`config.mk`:
```
export PLATFORM = sky130hd
export DESIGN_NAME = serial_sub
export DESIGN_NICKNAME = d
export VERILOG_FILES = /design/src/rtl/serial_arith_pkg.sv /design/src/rtl/full_sub_bit.sv /design/src/rtl/serial_sub.sv
export SDC_FILE = /design/constraint.sdc
export NUM_CORES = 1
export LEC_CHECK = 0
export ABC_AREA = 1
export CAP_MARGIN = 20
export CORE_UTILIZATION = 30
export CTS_BUF_LIST = sky130_fd_sc_hd__clkbuf_8
export DETAILED_ROUTE_END_ITERATION = 8
export PLACE_DENSITY = 0.49
export SLEW_MARGIN = 20
export SYNTH_ARGS = -nofsm -noshare
export SYNTH_HDL_FRONTEND = slang
export SYNTH_HIERARCHICAL = 1
export SYNTH_SLANG_ARGS = --single-unit
```
`constraint.sdc`:
```
create_clock -name clk -period 1.9 [get_ports clk]
set_input_delay 0.285 -clock clk [delete_from_list [all_inputs] [get_ports clk]]
set_output_delay 0.285 -clock clk [all_outputs]
set_load 0.02 [all_outputs]
```
`src/rtl/serial_arith_pkg.sv`:
```
// Shared state encodings for the bit-serial arithmetic family (subtractor now,
// adder/multiplier later).
package serial_arith_pkg;

  typedef enum logic [1:0] {
    ST_IDLE  = 2'd0,
    ST_SHIFT = 2'd1,
    ST_DONE  = 2'd2
  } state_t;

endpackage

```
`src/rtl/full_sub_bit.sv`:
```
// One-bit full subtractor: d = x - y - bin, with borrow-out.
module full_sub_bit (
  input  logic x,
  input  logic y,
  input  logic bin,
  output logic d,
  output logic bout
);

  assign d    = x ^ y ^ bin;
  assign bout = (~x & y) | (~(x ^ y) & bin);

endmodule

```
`src/rtl/serial_sub.sv`:
```
// Bit-serial subtractor, LSB first, one borrow flop, start/busy/done handshake.
// Optional signed-overflow output enabled by defining SERIAL_SUB_OVF_EN.
module serial_sub
  import serial_arith_pkg::*;
#(
  parameter int WIDTH = 8
) (
  input  logic             clk,
  input  logic             rst_n,
  input  logic             start,
  input  logic [WIDTH-1:0] a,
  input  logic [WIDTH-1:0] b,
  output logic             busy,
  output logic             done,
  output logic [WIDTH-1:0] diff,
`ifdef SERIAL_SUB_OVF_EN
  output logic             ovf,
`endif
  output logic             borrow
);

  localparam int CNT_W = $clog2(WIDTH + 1);
  localparam logic [CNT_W-1:0] LAST_CNT = CNT_W'(WIDTH - 1);

  state_t           state_r;
  logic [WIDTH-1:0] a_sr_r;
  logic [WIDTH-1:0] b_sr_r;
  logic [WIDTH-1:0] res_sr_r;
  logic [CNT_W-1:0] count_r;
  logic             br_r;
  logic             busy_r;
  logic             done_r;
  logic [WIDTH-1:0] diff_r;
  logic             borrow_r;
  logic             d_s;
  logic             bout_s;
  logic             accept_s;
`ifdef SERIAL_SUB_OVF_EN
  logic             a_msb_r;
  logic             b_msb_r;
  logic             ovf_r;
`endif

  full_sub_bit u_bit (
    .x    (a_sr_r[0]),
    .y    (b_sr_r[0]),
    .bin  (br_r),
    .d    (d_s),
    .bout (bout_s)
  );

  assign accept_s = start && ((state_r == ST_IDLE) || (state_r == ST_DONE));

  // FSM, datapath shift registers and registered result outputs
  always_ff @(posedge clk or negedge rst_n) begin
    if (!rst_n) begin
      state_r  <= ST_IDLE;
      a_sr_r   <= '0;
      b_sr_r   <= '0;
      res_sr_r <= '0;
      count_r  <= '0;
      br_r     <= 1'b0;
      busy_r   <= 1'b0;
      done_r   <= 1'b0;
      diff_r   <= '0;
      borrow_r <= 1'b0;
`ifdef SERIAL_SUB_OVF_EN
      a_msb_r  <= 1'b0;
      b_msb_r  <= 1'b0;
      ovf_r    <= 1'b0;
`endif
    end else begin
      case (state_r)
        ST_IDLE, ST_DONE: begin
          done_r <= 1'b0;
          if (accept_s) begin
            a_sr_r  <= a;
            b_sr_r  <= b;
            br_r    <= 1'b0;
            count_r <= '0;
            busy_r  <= 1'b1;
            state_r <= ST_SHIFT;
`ifdef SERIAL_SUB_OVF_EN
            a_msb_r <= a[WIDTH-1];
            b_msb_r <= b[WIDTH-1];
`endif
          end else begin
            busy_r  <= 1'b0;
            state_r <= ST_IDLE;
          end
        end
        ST_SHIFT: begin
          a_sr_r   <= {1'b0, a_sr_r[WIDTH-1:1]};
          b_sr_r   <= {1'b0, b_sr_r[WIDTH-1:1]};
          res_sr_r <= {d_s, res_sr_r[WIDTH-1:1]};
          br_r     <= bout_s;
          count_r  <= count_r + CNT_W'(1);
          // The final bit is still combinational here, so the result is
          // assembled from the live step output rather than res_sr_r.
          if (count_r == LAST_CNT) begin
            diff_r   <= {d_s, res_sr_r[WIDTH-1:1]};
            borrow_r <= bout_s;
            busy_r   <= 1'b0;
            done_r   <= 1'b1;
            state_r  <= ST_DONE;
`ifdef SERIAL_SUB_OVF_EN
            ovf_r    <= (a_msb_r ^ b_msb_r) & (a_msb_r ^ d_s);
`endif
          end else begin
            busy_r  <= 1'b1;
            done_r  <= 1'b0;
            state_r <= ST_SHIFT;
          end
        end
        default: begin
          busy_r  <= 1'b0;
          done_r  <= 1'b0;
          state_r <= ST_IDLE;
        end
      endcase
    end
  end

  assign busy   = busy_r;
  assign done   = done_r;
  assign diff   = diff_r;
  assign borrow = borrow_r;
`ifdef SERIAL_SUB_OVF_EN
  assign ovf    = ovf_r;
`endif

endmodule

```
==> results summary <==
The delay of the slowest critical-path stage came out at 0.63 ns. The largest total area in the synthesized netlist belongs to dfrtp_1. The multiplexer fraction of the synthesized cell area is 0%.

The iteration count of the initial detailed-routing pass came out at 4. For this run, design rule violations remaining after detail routing come to 0. The worst path required time is 1.62 ns. Among all flip-flop cells after synthesis, the most frequent one is dfrtp_1.

The power density over the cells came out at 1570 mW/mm2. The maximum buffer depth of the clock tree is 2. The Yosys step of the flow raised 6 warnings. The region available for standard cell placement spans 0.00551 mm2.

During placement, the flow inserted port buffers numbering 29. The most common cell in the synthesized netlist is nand2_1. The top cell family by delay on the critical path is buffers and inverters. The worst register-to-register path ends at borrow$_DFFE_PN0P_.

Summed over all layers, the routed wires come to 3270 um. The count of clock tree sinks came out at 39. Max-cap violations in this run came to 0. The number of synthesized flops with an enable pin is 0. Setup violations remaining at the end of the flow were counted as 0.

The number of top-level design ports is 30. Measured in cells, the most critical reg-to-reg path has a length of 6. The post-place setup slack is 0.488 ns. The die covers 0.00605 mm2. The post-route clock period utilization is 86.0%.

Along the worst path, the maximum fanout reaches 4. After routing the design area is 0.00218 mm2. The final number of hold-violating endpoints came to 0.

The area share of the leading cell type in the synthesized netlist is 56.7%. In this run the cell area of the synthesized design comes to 0.00172 mm2. At the pin with the least slew margin, the transition time is 0.508 ns. TritonCTS built the clock tree. The clock root buffer master is clkbuf_8. The worst slew margin relative to its limit is 66.1%. The total via count in the routed design is 1327. The worst setup path is launched from a register. The number of max-slew violations in the final report was 0. The number of antenna violations at the first check in global routing is 0.

The number of nets in the finished design is 274. After Yosys synthesis, and, or, nand and nor cells account for 31.8% of the synthesized area. The relative area change from synthesis to final layout is 26.6%. The register bit count reported by yosys is 39.

The nature of the critical path endpoint is an output pin. Clock-pin slew was measured on the worst setup and hold paths at 0.08 ns. Setup repair after global routing left no endpoint under its margin. The number of nets in the synthesized netlist came out at 239. The post-cts hold buffer count is 0. The flow ran to the end, and the final reports show no timing, DRC or antenna violations. By area the synthesized netlist is led by dfrtp_1 (57%), nand2_1 (28%), inv_1 (5.2%). Traced cell by cell, the critical path runs through clkdlybuf4s50_1. The count of mapped cells out of synthesis came out at 218. The arrival time of data at the critical path endpoint came out at 1.35 ns.

Entering global routing, the biggest net connects 40 pins. In this run the post-CTS setup repair buffer count came out at 0. The critical path is of the register to output pin type.

The number of gates given a new drive strength after cts came out at 0. The routed wirelength normalized by instance count came out at 10.0 um. For the finished layout, the period the worst path requires is 1.63 ns. The detailed placement HPWL is 2120 um. The complex-gate fraction of the synthesized area came out at 2.33%. The area of placed instances came out at 0.00209 mm2. The diode insertion count for antenna repair came out at 0. The all-layer global routing usage is 12.3%.

Averaged over all synthesized cells, the footprint is 7.90 um2. The number of clock buffers inserted by TritonCTS is 5. The antenna violation net count after detailed routing is 0. The static leakage power came out at 1.16 nW. By area, the combinational part of the netlist is dominated by simple AND/OR/NAND/NOR gates.

The type of the worst min-delay path is primary input to async pin. The die span in y came out at 77.8 um. The number of buffers and inverters on the critical path is 1. Cells with a size suffix above 1 make up 7.09% of the layout. Counting distinct cell types in the post-synthesis netlist gives 17. The starting density of the core is 31.3%. Setup slack closes at 0.265 ns.

Among all stages on the critical path, the largest delay is contributed by clkdlybuf4s50_1. The number of global-route vias before repair is 1246. The detailed router finished its first iteration with 56 violations. The worst register-to-register path begins at count_r[0]$_DFFE_PN0P_. Dividing the detail-routed via count by the number of cells gives 4.07.

After routing, the total negative slack on setup checks comes to 0 ns. At the end of routability-driven placement, the weighted congestion stood at 0.713. The fraction of registers with async set/reset came out at 100%. The die is 77.8 um wide.

The first global-routing pass estimated 5700 um of wire. The leftover overflow at the end of global routing came out at 0. The maximum clock rate is 0.612 GHz. CTS built an H-tree with a depth of 2. Of the total synthesized cell area, the portion taken by full adders, half adders and majority gates is 1.89%. By count the netlist is led by nand2_1 (127), dfrtp_1 (39), inv_1 (24). Between clock sinks in the finished design, the worst skew comes to 0.00917 ns. The xor/xnor share of the synthesized area came out at 0%. The register-to-register setup slack is 0.51 ns. The sequential area share after synthesis came out at 56.7%. The clock insertion delay at the later pin of the skew report came out at 0.29 ns. The maximum resistive drop on vdd is 470 uV. After floorplanning, the core was divided into 27 placement rows.
cells in the final DEF, fill, tap and decap left out, types with 2 or more instances in the layout:
master,instances
nand2_1,127
dfrtp_1,39
clkdlybuf4s50_1,28
inv_1,25
o21ai_0,7
clkbuf_8,5
nand3_1,4
buf_4,4
nor2_2,2
nor2_1,2
power breakdown:
part           internal, mW  switching (mW)  total (mW)
clock                 0.251           0.294       0.545
combinational         0.594           0.840        1.43
sequential             1.21           0.235        1.45
total                  2.06            1.37        3.43
flip-flops by register name, summed over array words and instances, names as in the netlist:
name,flops
a_sr_r,8
b_sr_r,8
borrow,1
br_r,1
count_r,4
diff,8
done,1
res_sr_r,7
state_r,1
cell families after synthesis:
group                      after synthesis
buffers and inverters                   30
DFF                                     39
adders and majority gates                2
AOI/OAI and AO/OA                        8
and+or+nand+nor                        139
how the worst max path moves through the flow:
stage / from / to / slack (ns) / cells past startpoint
detailed placement: start / a_sr_r[0]$_DFFE_PN0P_ / 0.49 / 7
floorplan: state_r[0]$_DFF_PN0_ / a_sr_r[2]$_DFFE_PN0P_ / 0.73 / 6
finish: state_r[0]$_DFF_PN0_ / busy / 0.27 / 1
global route: state_r[0]$_DFF_PN0_ / busy / 0.21 / 1
CTS: state_r[0]$_DFF_PN0_ / busy / 0.24 / 1
global placement: start / a_sr_r[1]$_DFFE_PN0P_ / 0.50 / 7
metal layers:
layer,track usage (%),vias up,part of all wire [%]
li1,-,712,-
met1,14.8,582,50
met2,20.8,27,45
met3,3.18,6,3.8
met4,5.09,0,1.6
met5,0,-,0
final cells by class:
| type | count | area (um2) |
|---|---|---|
| clock inverter | 3 | 16.3 |
| clock buffer | 5 | 68.8 |
| multi-input combinational | 149 | 619 |
| fill | 580 | 3330 |
| timing repair buffer | 33 | 315 |
| sequential | 39 | 976 |
| tap | 72 | 90.1 |
| inverter | 25 | 93.8 |
metrics by stage:
stage	std cells	utilization (%)	hold WS [ns]	total power [mW]
6_report	326	39.6	0.0316	3.43
5_1_grt	326	39.6	0.0853	3.78
4_1_cts	326	39.6	0.0550	3.49
3_5_place_dp	318	38.0	0.378	2.92
3_3_place_gp	318	38.0	0.376	2.90
2_1_floorplan	218	-	-0.0106	2.44
Note: power is estimated with default switching activity, not from simulation.
